===== src/rtl/pipe_addsub.sv =====
`timescale 1ns/1ps
`default_nettype none
// ============================================================================
// Module   : pipe_addsub
// Purpose  : Parametrised pipelined ripple-carry adder/subtractor. The WIDTH
//            bit carry chain is cut into STAGES segments of WIDTH/STAGES bits
//            with a register on the carry between segments. Operand bits that
//            have not been added yet travel alongside the carry. Sum bits that
//            are already done are carried forward, so every bit of one
//            transaction appears at the output in the same cycle.
// Ports    : clk, rst_n         - clock, asynchronous active-low reset
//            in_valid/in_ready  - input handshake (in_ready is combinational)
//            a, b, cin, sub     - operands; sub=1 inverts b (use cin=1 for a-b)
//            out_valid/out_ready- output handshake
//            s, cout, ovf       - result, MSB carry-out, signed overflow
// Params   : WIDTH (>=2), STAGES (1..WIDTH, must divide WIDTH)
// Options  : define PIPE_ADDSUB_SAT_EN to clamp s to signed saturation on
//            overflow. The clamp is in the final stage. cout and ovf still
//            report the unsaturated result.
// Revision : 1.0 - initial release
// ============================================================================
module pipe_addsub #(
    parameter int WIDTH  = 16,
    parameter int STAGES = 4
) (
    input  logic             clk,
    input  logic             rst_n,
    input  logic             in_valid,
    output logic             in_ready,
    input  logic [WIDTH-1:0] a,
    input  logic [WIDTH-1:0] b,
    input  logic             cin,
    input  logic             sub,
    output logic             out_valid,
    input  logic             out_ready,
    output logic [WIDTH-1:0] s,
    output logic             cout,
    output logic             ovf
);

    localparam int c_seg     = WIDTH / STAGES;
    localparam int c_msb     = WIDTH - 1;
    localparam int c_last_lo = WIDTH - c_seg;

    if (WIDTH < 2 || STAGES < 1 || STAGES > WIDTH || (WIDTH % STAGES) != 0) begin : g_bad_params
        $error("pipe_addsub: WIDTH must be >= 2 and divisible by STAGES (1..WIDTH)");
    end

    logic             w_advance;
    logic [WIDTH-1:0] w_b_eff;

    logic             r_out_valid;
    logic [WIDTH-1:0] r_s;
    logic             r_cout;
    logic             r_ovf;

    assign w_b_eff   = sub ? ~b : b;
    // The whole pipe moves as one unit; it stalls only while the output
    // register holds a result that the consumer has not taken.
    assign w_advance = ~r_out_valid | out_ready;
    assign in_ready  = w_advance;

    // ------------------------------------------------------------------------
    // Intermediate segments 0 .. STAGES-2. Segment k adds bits [c_lo +: c_seg].
    // It registers its carry, the finished low sum bits [c_nx-1:0] and the
    // operand bits still to be added [WIDTH-1:c_nx].
    // ------------------------------------------------------------------------
    for (genvar k = 0; k < STAGES - 1; k++) begin : g_mid
        localparam int c_lo = k * c_seg;
        localparam int c_nx = c_lo + c_seg;

        logic [WIDTH-1:c_lo] w_a_in;
        logic [WIDTH-1:c_lo] w_b_in;
        logic                w_c_in;
        logic                w_v_in;
        logic [c_seg:0]      w_add;
        logic [c_nx-1:0]     w_sum_next;

        logic                r_v;
        logic                r_c;
        logic [c_nx-1:0]     r_sum;
        logic [WIDTH-1:c_nx] r_a;
        logic [WIDTH-1:c_nx] r_b;

        if (k == 0) begin : g_src_port
            assign w_a_in     = a;
            assign w_b_in     = w_b_eff;
            assign w_c_in     = cin;
            assign w_v_in     = in_valid;
            assign w_sum_next = w_add[c_seg-1:0];
        end else begin : g_src_prev
            assign w_a_in     = g_mid[k-1].r_a;
            assign w_b_in     = g_mid[k-1].r_b;
            assign w_c_in     = g_mid[k-1].r_c;
            assign w_v_in     = g_mid[k-1].r_v;
            assign w_sum_next = {w_add[c_seg-1:0], g_mid[k-1].r_sum};
        end

        assign w_add = {1'b0, w_a_in[c_lo +: c_seg]}
                     + {1'b0, w_b_in[c_lo +: c_seg]}
                     + {{c_seg{1'b0}}, w_c_in};

        // Data only loads with a valid transaction. A bubble leaves the old
        // contents in place, so no stage ever picks up undriven inputs.
        always_ff @(posedge clk or negedge rst_n) begin
            if (!rst_n) begin
                r_v   <= 1'b0;
                r_c   <= 1'b0;
                r_sum <= '0;
                r_a   <= '0;
                r_b   <= '0;
            end else if (w_advance) begin
                r_v <= w_v_in;
                if (w_v_in) begin
                    r_c   <= w_add[c_seg];
                    r_sum <= w_sum_next;
                    r_a   <= w_a_in[WIDTH-1:c_nx];
                    r_b   <= w_b_in[WIDTH-1:c_nx];
                end
            end
        end
    end

    // ------------------------------------------------------------------------
    // Final segment: adds the top c_seg bits and writes the output register.
    // ------------------------------------------------------------------------
    logic [WIDTH-1:c_last_lo] w_fa;
    logic [WIDTH-1:c_last_lo] w_fb;
    logic                     w_fc;
    logic                     w_fv;
    logic [c_seg:0]           w_fadd;
    logic [WIDTH-1:0]         w_s_raw;
    logic [WIDTH-1:0]         w_s_fin;
    logic                     w_ovf;

    if (STAGES == 1) begin : g_last_port
        assign w_fa    = a;
        assign w_fb    = w_b_eff;
        assign w_fc    = cin;
        assign w_fv    = in_valid;
        assign w_s_raw = w_fadd[c_seg-1:0];
    end else begin : g_last_chain
        assign w_fa    = g_mid[STAGES-2].r_a;
        assign w_fb    = g_mid[STAGES-2].r_b;
        assign w_fc    = g_mid[STAGES-2].r_c;
        assign w_fv    = g_mid[STAGES-2].r_v;
        assign w_s_raw = {w_fadd[c_seg-1:0], g_mid[STAGES-2].r_sum};
    end

    assign w_fadd = {1'b0, w_fa[c_last_lo +: c_seg]}
                  + {1'b0, w_fb[c_last_lo +: c_seg]}
                  + {{c_seg{1'b0}}, w_fc};

    // Overflow: both addends have the same sign and the result sign differs.
    assign w_ovf = (w_fa[c_msb] == w_fb[c_msb]) && (w_s_raw[c_msb] != w_fa[c_msb]);

`ifdef PIPE_ADDSUB_SAT_EN
    logic [WIDTH-1:0] w_sat_val;
    // When overflow occurs, the sign of a is the direction of the true result.
    assign w_sat_val = w_fa[c_msb] ? {1'b1, {(WIDTH-1){1'b0}}}
                                   : {1'b0, {(WIDTH-1){1'b1}}};
    assign w_s_fin   = w_ovf ? w_sat_val : w_s_raw;
`else
    assign w_s_fin   = w_s_raw;
`endif

    always_ff @(posedge clk or negedge rst_n) begin
        if (!rst_n) begin
            r_out_valid <= 1'b0;
            r_s         <= '0;
            r_cout      <= 1'b0;
            r_ovf       <= 1'b0;
        end else if (w_advance) begin
            r_out_valid <= w_fv;
            if (w_fv) begin
                r_s    <= w_s_fin;
                r_cout <= w_fadd[c_seg];
                r_ovf  <= w_ovf;
            end
        end
    end

    assign out_valid = r_out_valid;
    assign s         = r_s;
    assign cout      = r_cout;
    assign ovf       = r_ovf;

endmodule
`default_nettype wire

===== config.mk =====
export PLATFORM = sky130hd
export DESIGN_NAME = pipe_addsub
export DESIGN_NICKNAME = d
export VERILOG_FILES = /design/src/rtl/pipe_addsub.sv
export SDC_FILE = /design/constraint.sdc
export NUM_CORES = 1
export LEC_CHECK = 0
export CORE_AREA = 2 2 97 99
export DETAILED_ROUTE_END_ITERATION = 7
export DIE_AREA = 0 0 99 101
export PLACE_DENSITY_LB_ADDON = 0.05
export SETUP_SLACK_MARGIN = 0.4
export SYNTH_ARGS = -nofsm -noshare
export SYNTH_HDL_FRONTEND = slang
export SYNTH_SLANG_ARGS = --single-unit

===== constraint.sdc =====
create_clock -name clk -period 1.9 [get_ports clk]
set_clock_uncertainty 0.15 [all_clocks]
set_input_delay 0.475 -clock clk [delete_from_list [all_inputs] [get_ports clk]]
set_output_delay 0.475 -clock clk [all_outputs]
set_load 0.01 [all_outputs]

After elaboration in Yosys (flattened, before gate mapping)
Cells that the tools add are included.
W data, S select, Z words.
{ "totals": {"register_bits": 97, "output_inout_bits": 20, "word_cells": 38} }
{ "op_classes": {"add_sub_neg": 8, "eq_ne": 2, "n_mux": 1, "bitwise": 3, "n_reduce_logical": 5} }
{ "ops": {"columns": ["operator", "count"], "rows": [
  ["$add A4 B4 Y5", 4],
  ["$add A5 B1 Y5", 4],
  ["$mux W16", 1],
  ["$not A16 Y16", 1],
  ["$reduce_and A2 Y1", 4],
  ["$eq A1 B1 Y1", 1],
  ["$logic_and A1 B1 Y1", 1],
  ["$ne A1 B1 Y1", 1],
  ["$not A1 Y1", 1],
  ["$or A1 B1 Y1", 1]
]} }

Longest topological paths before layout
Gate-level depths: netlist (run 1).
{ "logic_depth": {"word_depth": 4, "depth_mapped": 9, "ltp_nobuf": 7} }

Worst setup path after synthesis (run 1)
OpenSTA, ideal clock, no wires.
{ "synth_path": {"path_type": "input to register", "from": "in sub", "to": "reg g_mid[0].r_sum[1]", "setup_ps": 125, "t_arrival_ps": 2044, "path_slack_ps": -419, "cell_stages": 7, "path_buffers": 2, "cell_sequence": "buf_2 > buf_4 > xnor2_1 > fa_1 > inv_1 > fa_1 > mux2_2"} }
{ "synth_via": {"elab_chain_cells": 3} }
{ "synth_lines": {"columns": ["element", "line", "text"], "rows": [
  ["from (decl)", "33", "input logic sub,"],
  ["$mux W16", "57", "assign w_b_eff = sub ? ~b : b;"],
  ["$add A4 B4 Y5", "100", "+ {1'b0, w_b_in[c_lo +: c_seg]}"],
  ["$add A5 B1 Y5", "101", "+ {{c_seg{1'b0}}, w_c_in};"],
  ["via g_mid[0].w_add[1]", "76", "logic [c_seg:0] w_add;"],
  ["to (signal assigned)", "116", "r_sum <= w_sum_next;"],
  ["to (decl)", "81", "logic [c_nx-1:0] r_sum;"]
]} }
The timed path passes the listed nets, and every way through them passes these cells.
A chain may end at the register's enable or synchronous reset.

Worst setup path in the final report (run 1)
{ "layout_path": {"from": "reg g_mid[0].r_c", "to": "reg g_mid[1].r_c"} }
{ "layout_via": {"elab_chain_cells": 1} }
{ "layout_lines": {"columns": ["element", "line", "text"], "rows": [
  ["from (decl)", "80", "logic r_c;"],
  ["from (signal assigned)", "115", "r_c <= w_add[c_seg];"],
  ["$add A5 B1 Y5", "101", null],
  ["to (signal assigned)", "115", null],
  ["to (decl)", "80", null]
]} }
Every way passes these cells.

==> flow_metrics.tcl, run 1 <==
set metrics [dict create \
    status "complete, no violations" \
    ios 58 \
    synth_top_cell_by_area "dfrtp_1" \
    worst_slew_pin_slew_ns 0.419 \
    insertion_delay_ns 0.36 \
    portBuffers 57 \
    p_leak_uw 0.00292 \
    min_to "g_mid[0].r_sum[0]$_DFFE_PN0P_" \
    ff2ff_setup_slack_ns 0.05 \
    post-place-cells 493 \
    ys_types 34 \
    rsz0062_at_grt "yes" \
    die-area_sq_mm 0.0100 \
    path_class "reg -> reg" \
    synth_top_area_frac 0.551 \
    grt_max_degree 39 \
    design_area_sq_mm 0.00637 \
    htreeDepth 3 \
    combPwrFrac 0.508 \
    finalNetCount 491 \
    fillers 615 \
    fin_cells 549 \
    hold_depth 2 \
    fp.dieH_um 101 \
    drtIter0Drc 58 \
    power_switching_share 0.341 \
    period_needed_ns 1.85 \
    grt_pass1_vias 3104 \
    r2r_cells 5 \
    p_clk_frac 0.135 \
    yosys_warnings 0 \
    r2r_start "g_mid[0].r_c$_DFFE_PN0P_" \
    first_pass_iters 4 \
    min_path_type "reg -> reg" \
    seq_power_share 0.357 \
    timing.rr.end "g_mid[1].r_c$_DFFE_PN0P_" \
    synth_area_leaders "dfrtp_1 55%, mux2_2 13%, o21ai_0 5.6%" \
    grt_pass1_wl_um 15600 \
    crit_arrival_ns 1.93 \
    switching_power_uw 3520 \
    whs_ns 0.347 \
    grt_overflow 0 \
    start_kind "flop" \
    fmax_mhz 540 \
    clk_pin_slew_ns 0.09 \
    synthCells 320 \
    final_core_util 0.709 \
    finalHoldViolations 0 \
    vias 2907 \
    gp_congestion 0.851 \
    seq_area_frac_synth 0.551 \
    placementRows 35 \
    min_period_over_period 0.975 \
    ctsLongestPathBuffers 2 \
    syn-num-nets 378 \
    avgSynthCellArea_sq_um 13.8 \
    drive_gt1_frac 0.509 \
    diodes 0 \
    grt_usage 0.201 \
    crit_chain "fa_2 -> fa_2 -> a21o_1 -> a21oi_2 -> o21ai_1" \
    cts_buffers 9 \
    crit_path_top_delay_cell "dfrtp_1" \
    clock_sinks 97 \
    slew_headroom 0.721 \
    drc_errors 0 \
    critPathMaxStageDelay_ns 0.42 \
    critPathCaptureType "flop" \
    powerDensity_mw_per_mm2 1620 \
    final_max_slew_viol_count 0 \
    hpwl_um 5830 \
    cts_tree "done" \
    syn_to_final_growth_pct 44.4 \
    dpl-instance-area_sq_mm 0.00539 \
    synth_area_sq_mm 0.00441 \
    via_per_inst 5.30 \
    start_util 0.491 \
    cts_root_buf "clkbuf_8" \
    required_ns 1.98 \
    cp_common_cell "fa_2" \
    routed_wl_um 10100 \
    setup_viol 0 \
    antenna_left 0 \
    ys_ff_latch 97 \
    coreArea_sq_mm 0.00898 \
    hold_start "g_mid[0].r_sum[0]$_DFFE_PN0P_" \
    finalPower_uw 10300 \
    wl_per_cell_um 18.4 \
    die_w_um 99 \
    grt_antenna_before_repair 0 \
    cap_violations 0 \
    worstPathMaxFanout 2 \
    p_int_uw 6810 \
    vdd_drop_max_uv 629 \
]
==> registers in the layout (all words and copies together) (netlist names) <==
name	count
g_mid.r_a	24
g_mid.r_b	24
g_mid.r_sum	24
s	16
g_mid.r_c	3
g_mid.r_v	3
cout	1
out_valid	1
ovf	1
==> repair_timing <==
| item | 4_1_cts | 5_1_grt |
|---|---|---|
| endpoints found under the setup margin | 116 | 115 |
| hold buffers | 1 | 0 |
| hold endpoints to repair | 26 | 0 |
| gates cloned | 7 | 3 |
| buffers inserted | 19 | 10 |
| gates resized for setup | 137 | 81 |
| pin swaps | 28 | 11 |
==> power by group through the flow <==
stage                     clock network, uW  logic, uW  registers [uW]
after floorplan                           0       2790            3550
after global placement                    0       3810            3610
after detailed placement                  0       3940            3650
after CTS                              1410       4650            3640
after global routing                   1490       5630            3820
final                                  1390       5250            3690
==> cell families after synthesis <==
| group | Yosys count | share of synthesized area |
|---|---|---|
| compound gates | 76 | 0.0970 |
| fa+ha+maj | 20 | 0.0704 |
| mux | 66 | 0.182 |
| simple gates | 16 | 0.0258 |
| xor+xnor | 20 | 0.0397 |
| flops | 97 | 0.551 |
| buf+inv | 25 | 0.0343 |
==> layer usage <==
layer	GRT usage	part of all wire
met5	0	0
met3	0.0368	0.037
met1	0.271	0.45
met4	0.0580	0.015
met2	0.334	0.50
==> cell usage in the layout, fill, tap and decap left out, types with 5 or more instances in the layout <==
master	count
dfrtp_1	96
mux2_4	51
clkdlybuf4s50_1	28
o21ai_2	24
buf_4	22
buf_2	20
mux2_2	15
buf_6	15
buf_12	14
o21ai_0	13
o21ai_1	12
xnor2_1	12
ha_1	10
clkbuf_8	10
fa_2	8
nand2_8	7
inv_1	6
dlygate4sd2_1	6
a21oi_1	5
==> layout make-up <==
type | instances | area (sq um) | area share
Clock inverter | 5 | 62.6 | 0.00983
Clock buffer | 11 | 141 | 0.0222
Inverter | 11 | 43.8 | 0.00688
Sequential cell | 97 | 2430 | 0.381
Tap cell | 111 | 139 | 0.0218
Timing Repair Buffer | 113 | 1230 | 0.194
Multi-Input combinational cell | 201 | 2320 | 0.364
==> how the worst max path moves through the flow <==
stage / from / slack [ns] / endpoint
after CTS: g_mid[2].r_a[12]$_DFFE_PN0P_ / 0.08 / cout$_DFFE_PN0P_
final: g_mid[0].r_c$_DFFE_PN0P_ / 0.05 / g_mid[1].r_c$_DFFE_PN0P_
after floorplan: sub / -0.30 / g_mid[0].r_sum[1]$_DFFE_PN0P_
after global routing: g_mid[0].r_c$_DFFE_PN0P_ / 0.01 / g_mid[1].r_c$_DFFE_PN0P_
after global placement: sub / -0.64 / g_mid[0].r_sum[1]$_DFFE_PN0P_
after detailed placement: sub / -0.68 / g_mid[0].r_sum[1]$_DFFE_PN0P_
==> metrics by stage <==
| stage | setup slack, ns | setup TNS [ns] |
|---|---|---|
| after floorplan | -0.297 | -0.894 |
| after global placement | -0.637 | -19.88 |
| after detailed placement | -0.678 | -20.14 |
| after CTS | 0.0787 | 0 |
| after global routing | 0.00962 | 0 |
| final | 0.0483 | 0 |
==> synthesized netlist by cell type <==
master	count
a21boi_0	5
o21ai_0	49
nand2_4	2
mux2_2	50
a2111oi_0	1
o21ai_1	1
and3_1	1
nand3b_1	1
buf_4	2
nand2_2	1
o31ai_1	3
buf_6	6
a21oi_1	9
a21o_1	4
nor3_1	1
xor2_1	4
dfrtp_1	97
nor2b_1	1
buf_2	2
a311o_1	1
xnor2_1	16
inv_1	10
inv_4	1
fa_1	8
a211oi_1	2
ha_1	12
and3b_1	2
clkbuf_1	4
nor2b_4	1
nand2_1	2
nor2_2	1
mux2_4	16
nand3_1	3
o41ai_1	1
==> worst max-delay path, delay by kind of cell, from the launching register on <==
family,cells,cell delay (ns)
adders and majority gates,2,0.78
DFF,1,0.42
AOI/OAI and AO/OA,3,0.38
Note: power is estimated with default switching activity, not from simulation.
==> run 2, diff against run 1 <==
Settings changed: PLACE_DENSITY_LB_ADDON 0.05 to 0.15.
==> flow_metrics.tcl, run 2 (synthesis results as in run 1) <==
set metrics [dict create \
    start_kind "flop" \
    fin_cells 563 \
    vdd_drop_max_uv 608 \
    required_ns 1.99 \
    hpwl_um 5500 \
    drtIter0Drc 103 \
    ios 58 \
    reg_top3 "g_mid.r_a: 24 flops, g_mid.r_b: 24 flops, g_mid.r_sum: 24 flops" \
    gp_congestion 0.846 \
    via_per_inst 5.07 \
    cts_buffers 9 \
    r2r_start "g_mid[0].r_b[4]$_DFFE_PN0P_" \
    finalNetCount 505 \
    min_period_over_period 0.966 \
    tns_ns 0 \
    htreeDepth 3 \
    failed_checks "negative hold slack" \
    cts_root_buf "clkbuf_8" \
    clock_sinks 97 \
    syn_to_final_growth_pct 43.0 \
    status "finished with violations" \
    cts_tree "done" \
    start_util 0.491 \
    worstPathMaxFanout 2 \
    period_needed_ns 1.84 \
    placementRows 35 \
    grt_usage 0.195 \
    wl_per_cell_um 16.7 \
    first_pass_iters 4 \
    coreArea_sq_mm 0.00898 \
    drive_gt1_frac 0.478 \
    fmax_mhz 545 \
    whs_ns -0.00173 \
    grt_pass1_wl_um 15000 \
    timing.rr.end "g_mid[1].r_c$_DFFE_PN0P_" \
    path_class "reg -> reg" \
    routed_wl_um 9420 \
    fp.dieH_um 101 \
    final_max_slew_viol_count 0 \
    antenna_left 0 \
    r2r_cells 5 \
    die-area_sq_mm 0.0100 \
    finalHoldViolations 7 \
    diodes 0 \
    ctsLongestPathBuffers 2 \
    cap_violations 0 \
    grt_pass1_vias 3000 \
    setup_viol 0 \
    insertion_delay_ns 0.36 \
    grt_max_degree 98 \
    grt_antenna_before_repair 0 \
    grt_overflow 0 \
    p_leak_uw 0.00293 \
    worst_slew_pin_slew_ns 0.572 \
    powerDensity_mw_per_mm2 1610 \
    slew_headroom 0.619 \
    ff2ff_setup_slack_ns 0.06 \
    fillers 613 \
    critPathCaptureType "flop" \
    final_core_util 0.703 \
    rsz0062_at_grt "yes" \
    multiInputGateArea_sq_mm 0.00230 \
    post-place-cells 493 \
    portBuffers 57 \
    vias 2855 \
    min_path_type "in -> async" \
    mostFrequentLayoutCells "96 x dfrtp_1, 55 x mux2_4, 37 x buf_4" \
    dpl-instance-area_sq_mm 0.00537 \
    register_area_sq_mm 0.00243 \
    die_w_um 99 \
    clk_pin_slew_ns 0.09 \
    layout_commonest_cell "dfrtp_1" \
    design_area_sq_mm 0.00631 \
    holdBufCountCts 0 \
    crit_arrival_ns 1.93 \
    drc_errors 0 \
]
run 2: area by class of cell:
cell class / count / area share
sequential: 97 / 0.385
multi-input combinational: 203 / 0.365
timing repair buffer: 125 / 0.196
clock buffer: 13 / 0.0220
tap: 111 / 0.0220
inverter: 11 / 0.00694
clock inverter: 3 / 0.00278
run 2: critical path: stages (launching register included):
cell and delay [ns]:
dfrtp_1 0.41, fa_2 0.42, fa_2 0.36, a21o_1 0.18
a21oi_2 0.13, o21ai_1 0.06
run 2: report_power, final:
group          leakage (uW)  internal (uW)  switching, uW  total (uW)
sequential          0.00117           2990            703        3690
clock             0.0000774            475            676        1150
combinational       0.00169           3290           2040        5330
run 2: worst max path at each step:
| stage | startpoint | endpoint | slack [ns] | depth (start not counted) |
|---|---|---|---|---|
| global placement | sub | g_mid[0].r_sum[1]$_DFFE_PN0P_ | -0.64 | 7 |
| detailed placement | sub | g_mid[0].r_c$_DFFE_PN0P_ | -0.69 | 9 |
| global route | g_mid[0].r_b[4]$_DFFE_PN0P_ | g_mid[1].r_c$_DFFE_PN0P_ | 0.004 | 5 |
| floorplan | sub | g_mid[0].r_sum[1]$_DFFE_PN0P_ | -0.30 | 7 |
| finish | g_mid[0].r_b[4]$_DFFE_PN0P_ | g_mid[1].r_c$_DFFE_PN0P_ | 0.06 | 5 |
| CTS | g_mid[2].r_c$_DFFE_PN0P_ | cout$_DFFE_PN0P_ | 0.09 | 5 |
run 2: what timing repair did:
item,4_1_cts,5_1_grt
setup buffers,27,18
endpoints found under the hold margin,0,0
endpoints found under the setup margin,115,105
pin swaps,24,4
cloned,8,1
resized for setup,138,61
run 2: stage by stage:
step	hold slack, ns	setup slack, ns	total power, uW
after global placement	0.332	-0.637	7370
after detailed placement	0.338	-0.686	7520
after CTS	0.0258	0.0892	9430
after global routing	0.0354	0.00355	10800
after floorplan	0.0294	-0.297	6330
final	-0.00173	0.0640	10200
run 2: per-layer routing:
| layer | wire length, um | GRT usage | up-vias | share of wire |
|---|---|---|---|---|
| li1 | - | - | 1392 | - |
| met1 | 4320 | 0.266 | 1384 | 0.46 |
| met2 | 4530 | 0.314 | 69 | 0.48 |
| met3 | 421 | 0.0361 | 10 | 0.045 |
| met4 | 141 | 0.0727 | 0 | 0.015 |
| met5 | 0 | 0 | - | 0 |
